$ cat config.mk
export PLATFORM = sky130hd
export DESIGN_NAME = reg_pipe_hs
export DESIGN_NICKNAME = d
export VERILOG_FILES = /design/src/rtl/reg_pipe_hs_pkg.sv /design/src/rtl/reg_pipe_stage.sv /design/src/rtl/reg_pipe_hs.sv
export SDC_FILE = /design/constraint.sdc
export NUM_CORES = 1
export LEC_CHECK = 0
export BUFFER_PORTS_ARGS = -buffer_cell sky130_fd_sc_hd__buf_2
export CAP_MARGIN = 20
export CORE_ASPECT_RATIO = 1.5
export CORE_UTILIZATION = 35
export CTS_CLUSTER_DIAMETER = 150
export DETAILED_ROUTE_END_ITERATION = 16
export GPL_ROUTABILITY_DRIVEN = 0
export GPL_TIMING_DRIVEN = 1
export SYNTH_ARGS = -nofsm -noshare
export SYNTH_HDL_FRONTEND = slang
export SYNTH_HIERARCHICAL = 1
export SYNTH_SLANG_ARGS = --single-unit
export TNS_END_PERCENT = 50
$ cat constraint.sdc
create_clock -name clk -period 4.1 [get_ports clk]
set_clock_uncertainty 0.2 [all_clocks]
set_input_delay 0.82 -clock clk [delete_from_list [all_inputs] [get_ports clk]]
set_output_delay 0.82 -clock clk [all_outputs]
set_load 0.02 [all_outputs]
$ cat src/rtl/reg_pipe_hs_pkg.sv
// Shared constants and helpers for the reg_pipe_hs handshake pipeline.
// Optional parity storage is enabled with the REG_PIPE_HS_PARITY_EN macro.
`ifndef ANCHO
`define ANCHO 8
`endif
`ifndef PIPE_DEPTH_MAX
`define PIPE_DEPTH_MAX 16
`endif

package reg_pipe_hs_pkg;

  localparam int PIPE_DEPTH_MAX = `PIPE_DEPTH_MAX;
  localparam int PAR_W          = 64;

  // Even parity of a word zero-extended to PAR_W bits (extension does not change parity).
  function automatic logic word_parity(input logic [PAR_W-1:0] w);
    return ^w;
  endfunction

endpackage

$ cat src/rtl/reg_pipe_stage.sv
// One pipeline slot: valid bit plus data word (plus parity with REG_PIPE_HS_PARITY_EN).
// Data only captures on a valid upstream load so empty slots keep their last contents.
module reg_pipe_stage
  import reg_pipe_hs_pkg::*;
#(
  parameter int WIDTH = 8
) (
  input  logic             clk,
  input  logic             reset_n,
  input  logic             clear,
  input  logic             load,
  input  logic             up_valid,
  input  logic [WIDTH-1:0] up_data,
`ifdef REG_PIPE_HS_PARITY_EN
  input  logic             up_par,
  output logic             par,
`endif
  output logic             valid,
  output logic [WIDTH-1:0] data
);

  // Slot storage with flush and advance-gated load.
  always_ff @(posedge clk or negedge reset_n) begin
    if (!reset_n) begin
      valid <= 1'b0;
      data  <= {WIDTH{1'b0}};
`ifdef REG_PIPE_HS_PARITY_EN
      par   <= 1'b0;
`endif
    end else if (clear) begin
      valid <= 1'b0;
      data  <= {WIDTH{1'b0}};
`ifdef REG_PIPE_HS_PARITY_EN
      par   <= 1'b0;
`endif
    end else if (load) begin
      valid <= up_valid;
      if (up_valid) begin
        data <= up_data;
`ifdef REG_PIPE_HS_PARITY_EN
        par  <= up_par;
`endif
      end
    end
  end

endmodule

$ cat src/rtl/reg_pipe_hs.sv
// Multi-stage valid/ready pipeline register with bubble collapsing, flush and occupancy count.
// Define REG_PIPE_HS_PARITY_EN to add per-stage parity, par_inject and parity_err.
`ifndef ANCHO
`define ANCHO 8
`endif
`ifndef PIPE_DEPTH_MAX
`define PIPE_DEPTH_MAX 16
`endif

module reg_pipe_hs
  import reg_pipe_hs_pkg::*;
#(
  parameter int WIDTH = `ANCHO,
  parameter int DEPTH = 4
) (
  input  logic                       clk,
  input  logic                       reset_n,
  input  logic                       clear,
  input  logic                       in_valid,
  output logic                       in_ready,
  input  logic [WIDTH-1:0]           in_data,
  output logic                       out_valid,
  input  logic                       out_ready,
  output logic [WIDTH-1:0]           out_data,
  output logic [$clog2(DEPTH+1)-1:0] count
`ifdef REG_PIPE_HS_PARITY_EN
  ,
  input  logic                       par_inject,
  output logic                       parity_err
`endif
);

  localparam int CW = $clog2(DEPTH+1);
  localparam logic [CW-1:0] CNT_ONE = CW'(1'b1);

  if (DEPTH < 1 || DEPTH > `PIPE_DEPTH_MAX) begin : g_depth_check
    $error("reg_pipe_hs: DEPTH out of range");
  end

  logic [DEPTH-1:0] v_s;
  logic [DEPTH-1:0] adv_s;
  logic [WIDTH-1:0] d_s [DEPTH];
  logic             in_xfer_s;
  logic             out_xfer_s;
  logic [CW-1:0]    count_r;
`ifdef REG_PIPE_HS_PARITY_EN
  logic [DEPTH-1:0] p_s;
`endif

  // Advance chain: a slot may load when it is empty, its successor is empty, or its successor moves.
  always_comb begin
    adv_s = {DEPTH{1'b0}};
    adv_s[DEPTH-1] = out_ready | ~v_s[DEPTH-1];
    for (int i = DEPTH - 2; i >= 0; i--) begin
      adv_s[i] = ~v_s[i] | ~v_s[i+1] | adv_s[i+1];
    end
  end

  assign in_ready   = adv_s[0] & ~clear;
  assign in_xfer_s  = in_valid & in_ready;
  assign out_xfer_s = v_s[DEPTH-1] & out_ready;

  for (genvar g = 0; g < DEPTH; g++) begin : g_stage
    logic             up_valid_s;
    logic [WIDTH-1:0] up_data_s;
`ifdef REG_PIPE_HS_PARITY_EN
    logic             up_par_s;
`endif
    if (g == 0) begin : g_head
      assign up_valid_s = in_xfer_s;
      assign up_data_s  = in_data;
`ifdef REG_PIPE_HS_PARITY_EN
      assign up_par_s   = word_parity(PAR_W'(in_data)) ^ par_inject;
`endif
    end else begin : g_body
      assign up_valid_s = v_s[g-1];
      assign up_data_s  = d_s[g-1];
`ifdef REG_PIPE_HS_PARITY_EN
      assign up_par_s   = p_s[g-1];
`endif
    end

    reg_pipe_stage #(.WIDTH(WIDTH)) u_stage (
      .clk      (clk),
      .reset_n  (reset_n),
      .clear    (clear),
      .load     (adv_s[g]),
      .up_valid (up_valid_s),
      .up_data  (up_data_s),
`ifdef REG_PIPE_HS_PARITY_EN
      .up_par   (up_par_s),
      .par      (p_s[g]),
`endif
      .valid    (v_s[g]),
      .data     (d_s[g])
    );
  end

  // Occupancy tracks transfers rather than summing valid bits.
  always_ff @(posedge clk or negedge reset_n) begin
    if (!reset_n) begin
      count_r <= {CW{1'b0}};
    end else if (clear) begin
      count_r <= {CW{1'b0}};
    end else begin
      case ({in_xfer_s, out_xfer_s})
        2'b10:   count_r <= count_r + CNT_ONE;
        2'b01:   count_r <= count_r - CNT_ONE;
        default: count_r <= count_r;
      endcase
    end
  end

  assign count     = count_r;
  assign out_valid = v_s[DEPTH-1];
  assign out_data  = v_s[DEPTH-1] ? d_s[DEPTH-1] : {WIDTH{1'b0}};
`ifdef REG_PIPE_HS_PARITY_EN
  assign parity_err = out_valid & (word_parity(PAR_W'(out_data)) != p_s[DEPTH-1]);
`endif

endmodule

# After elaboration in Yosys (flattened, before gate mapping)
# Index checks and enable logic that the tools add are counted.
[word_totals]
in_bits = 13
register_bits = 39
wordCells = 64
[classes]
n_mux = 23
bitwise_logic = 15
n_eq_ne = 2
addsub = 2
reduce_logical = 13
[ops]
columns = ["cell", "count"]
rows = [
  ["8-bit two-way mux", 13],
  ["2-bit nonzero test", 8],
  ["1-bit two-way mux", 8],
  ["2-bit AND reduction", 4],
  ["1-bit bitwise OR", 7],
  ["3-bit case mux with 2 select lines", 1],
  ["1-bit inverter", 5],
  ["3-bit by 1-bit adder with 3-bit output, second input constant", 1],
  ["1-bit AND", 3],
  ["3-bit two-way mux", 1],
  ["3-bit nonzero test", 1],
  ["3-bit by 1-bit subtractor with 3-bit output, second input constant", 1],
  ["2-bit by 1-bit equality test with 1-bit output, second input constant", 1],
  ["2-bit equality test, second input constant", 1],
]

# Longest topological paths before layout
[depth]
ltp_word = 10
ltp_mapped = 7
ltp_nobuf = 6

# Cells and area by module
# Netlist, hierarchy kept.
[modules_own_cells]
columns = ["mod", "area_per_inst_um2", "cells_per_inst", "instances"]
rows = [
  ["reg_pipe_stage", 451.7, 40, 4],
  ["reg_pipe_hs", 340.3, 41, 1],
]

# Worst setup path before layout
# Ideal clock, no wire load.
[synth_timing]
path_type = "input to output"
startpoint = "input out_ready"
endpoint = "output in_ready"
setup_slack_ps = 1566
required_ps = 3080
t_arrival_ps = 1514
path_buffers = 0
path_stages = 3
cell_sequence = "nand4b_2 -> or2_4 -> and2_1"
[synth_between]
elab_chain_len = 5
[synth_lines]
columns = ["element", "line", "text"]
rows = [
  ["start: declaration", "reg_pipe_hs.sv:23", "input logic out_ready,"],
  ["1-bit bitwise OR", "reg_pipe_hs.sv:53", "adv_s[DEPTH-1] = out_ready | ~v_s[DEPTH-1];"],
  ["1-bit bitwise OR (3 in series)", "reg_pipe_hs.sv:55", "adv_s[i] = ~v_s[i] | ~v_s[i+1] | adv_s[i+1];"],
  ["net adv_s[0]", "reg_pipe_hs.sv:41", "logic [DEPTH-1:0] adv_s;"],
  ["1-bit AND", "reg_pipe_hs.sv:59", "assign in_ready = adv_s[0] & ~clear;"],
  ["end: declaration", "reg_pipe_hs.sv:20", "output logic in_ready,"],
]
# The timed path passes the listed nets, and every way through them passes these cells.

# Worst setup path in the final report
[layout_timing]
startpoint = "register g_stage[1].u_stage.valid"
endpoint = "output in_ready"
[layout_between]
elab_chain_len = 5
[layout_lines]
columns = ["element", "line", "text"]
rows = [
  ["start: declaration", "reg_pipe_stage.sv:18", "output logic valid,"],
  ["start signal: assignment", "reg_pipe_stage.sv:37", "valid <= up_valid;"],
  ["1-bit inverter", "reg_pipe_hs.sv:55", ""],
  ["1-bit bitwise OR (2 in series)", "reg_pipe_hs.sv:55", ""],
  ["net adv_s[1]", "reg_pipe_hs.sv:41", ""],
  ["1-bit bitwise OR", "reg_pipe_hs.sv:55", ""],
  ["net adv_s[0]", "reg_pipe_hs.sv:41", ""],
  ["1-bit AND", "reg_pipe_hs.sv:59", ""],
]
# The timed path passes the listed nets, and every way through them passes these cells.

==> flow_summary_export.csv <==
group,metric,value,unit
run_status,status,"finished, final reports clean",
sta,setup_ws,1.00,ns
grt,antenna_found_initial,0,
drt,drt_pre_antenna_iters,4,
clocking,cts_sinks,39,
setup_path,cp-start-kind,"flip-flop",
grt,grt_pass1_vias,1418,
floorplan,initial_utilization,0.366,
sta,min_period,3.10,ns
clocking,cts_tree,"yes",
sta,drv_slew,0,
logic_synthesis,ys.warnings.count,6,
grt,grt_max_degree,41,
drt,viasPerCell,5.01,
placement,port_buffers,25,
finish,design_area,0.00227,mm²
logic_synthesis,netlist_instances,201,
setup_path,arrival,2.08,ns
sta,setup_viol,0,
placement,pre_cts_slack,1.04,ns
clocking,ctsHoldBuffers,0,
grt,gr-usage-all-layers,0.129,
logic_synthesis,async_flop_share,1.00,
clocking,clkLatencyLatePin,0.29,ns
setup_path,worstSetupPathType,"flip-flop to output port",
floorplan,die_w,66.0,µm
power_and_ir_drop,p_leak,1.06,nW
drt,drcViolationCount,0,
grt,grt_pass1_wl,6.52,mm
clocking,postCtsSetupRepairBufs,0,
drt,drtAntennaViolNets,0,
placement,hpwl,2.17,mm
floorplan,core_area,0.00587,mm²
sta,whs,0.326,ns
finish,drive_above_1_share,0.333,
clocking,clockRootBuffer,"clkbuf_8",
run,max_cap_viol_count,0,
sta,tightest_slew,0.855,ns
setup_path,crit_path_max_fanout,21,
logic_synthesis,syn_nets,215,
sta,hold_viol_final,0,
logic_synthesis,synthDistinctLibCells,31,
floorplan,io_pins,26,
sta,finalCritPeriodShare,0.756,
finish,n_antenna_cell,0,
sta,rsz0062_at_grt,"no",
logic_synthesis,synth-edff-count,0,
setup_path,worstSetupEndpointType,"output port",
logic_synthesis,synth_flop_cell,"dfrtp_1",
finish,fill_cells,619,
placement,placed_cell_area,0.00219,mm²
finish,layout.nets,229,
grt,overflow,0,
logic_synthesis,synth_seq_cells,39,
clocking,cts_htree_levels,2,
setup_path,required,3.08,ns
sta,setup_tns,0,ns
clocking,cts_resized,0,
floorplan,fp.dieH,97.9,µm
drt,wl_per_cell,12.4,µm
drt,detailroute.via_count,1442,
drt,totalWireLength,3.58,mm
logic_synthesis,synth_area_per_cell,10.7,µm²
worst_hold_path,min_path_type,"flip-flop to flip-flop",
power_and_ir_drop,ir_drop,236,µV
floorplan,die_area,0.00646,mm²
drt,drt_first_iter_violations,78,
finish,layoutNonFillerInstCount,288,
finish,area.growth.synth_to_final,5.94,%
placement,dp.cells,280,
logic_synthesis,yosysSeqAreaShare,0.455,
power_and_ir_drop,p_per_area,310,mW/mm²
clocking,clockBufferDepth,2,
floorplan,placementRows,34,
clocking,clkTransAtPathRegs,0.07,ns
logic_synthesis,netlist_area,0.00215,mm²
clocking,cts_buffers,5,
sta,slew_headroom,0.430,
sta,max_freq,0.323,GHz
==> final timing paths <==
check	start	end	slack [ns]	depth (start not counted)
max reg2reg	g_stage[1].u_stage/valid	g_stage[0].u_stage/data[3]	1.53	6
min in group asynchronous	reset_n	count[2]	0.43	1
max	g_stage[1].u_stage/valid	in_ready	1.00	5
min reg2reg	g_stage[2].u_stage/data[0]	g_stage[3].u_stage/data[0]	0.33	2
min	g_stage[2].u_stage/data[0]	g_stage[3].u_stage/data[0]	0.33	2
max in group asynchronous	reset_n	g_stage[0].u_stage/data[2]	2.73	1
==> critical path: stages, from the launching register on <==
cell and delay [ns]:
dfrtp_1 0.73, nand4b_2 0.15, buf_4 0.23, or2_4 0.34, and2_1 0.18, buf_2 0.15
==> layout make-up <==
type	count	area [µm²]	share of cell area
tap	72	90.1	0.0396
multi-input combinational	138	961	0.422
clock buffer	6	72.6	0.0319
sequential	39	976	0.429
clock inverter	2	12.5	0.00550
timing repair buffer	29	155	0.0682
inverter	2	7.51	0.00330
==> cells by family (layout without fill, tap and decap cells) <==
logic type	Yosys count	count (layout)	synth area share
AOI/OAI and AO/OA	72	72	0.258
xor gates and xnor gates	1	1	0.00408
adders and majority gates	1	1	0.00932
buffers and inverters	24	39	0.0979
DFF	39	39	0.455
muxes	5	5	0.0233
and+or+nand+nor	59	59	0.153
==> flip-flops by register name, summed over array words and instances, names as in the netlist <==
signal / cells
count: 3
g_stage.u_stage/data: 32
g_stage.u_stage/valid: 4
==> per-layer routing <==
layer | share of wire | routed length, µm | track usage | vias up
li1 | - | - | - | 734
met1 | 0.46 | 1660 | 0.160 | 679
met2 | 0.48 | 1720 | 0.210 | 24
met3 | 0.035 | 124 | 0.0280 | 5
met4 | 0.021 | 77 | 0.0589 | 0
met5 | 0 | 0 | 0 | -
==> synth_stat cells, types with 2 or more instances <==
master    instances  area share
buf_8             4       0.028
a21bo_2          28        0.13
buf_4             4       0.014
nor2_1            6       0.010
a21o_1            2      0.0070
clkbuf_1          2      0.0035
a21oi_2           5       0.020
a21bo_1           4       0.019
nand3_1          34       0.079
buf_6             8       0.042
and2_1            9       0.026
nand2_1           2      0.0035
dfrtp_1          39        0.45
a21oi_1          29       0.068
inv_1             2      0.0035
buf_1             4      0.0070
mux2i_1           5       0.023
==> through the flow <==
| stage | total power [W] | utilization |
|---|---|---|
| after floorplan | 0.000447 | - |
| after global placement | 0.000464 | 0.373 |
| after detailed placement | 0.000465 | 0.373 |
| after CTS | 0.000718 | 0.387 |
| after global routing | 0.000743 | 0.387 |
| final | 0.000705 | 0.387 |
==> report_power, final <==
part | internal [W] | switching [W]
Clock | 0.000119 | 0.000130
Sequential | 0.000392 | 0.00000688
Combinational | 0.0000221 | 0.0000354
==> cells in the final DEF, fill, tap and decap left out, types with 2 or more instances in the layout <==
| cell type | netlist | routed |
|---|---|---|
| dfrtp_1 | 39 | 39 |
| nand3_1 | 34 | 34 |
| a21oi_1 | 29 | 29 |
| a21bo_2 | 28 | 28 |
| buf_2 | 0 | 25 |
| and2_1 | 9 | 9 |
| nor2_1 | 6 | 6 |
| a21oi_2 | 5 | 5 |
| mux2i_1 | 5 | 5 |
| clkbuf_8 | 0 | 5 |
| a21bo_1 | 4 | 4 |
| buf_4 | 4 | 4 |
| inv_1 | 2 | 2 |
| nand2_1 | 2 | 2 |
| a21o_1 | 2 | 2 |
No activity file was read; power rests on OpenSTA's default activity.
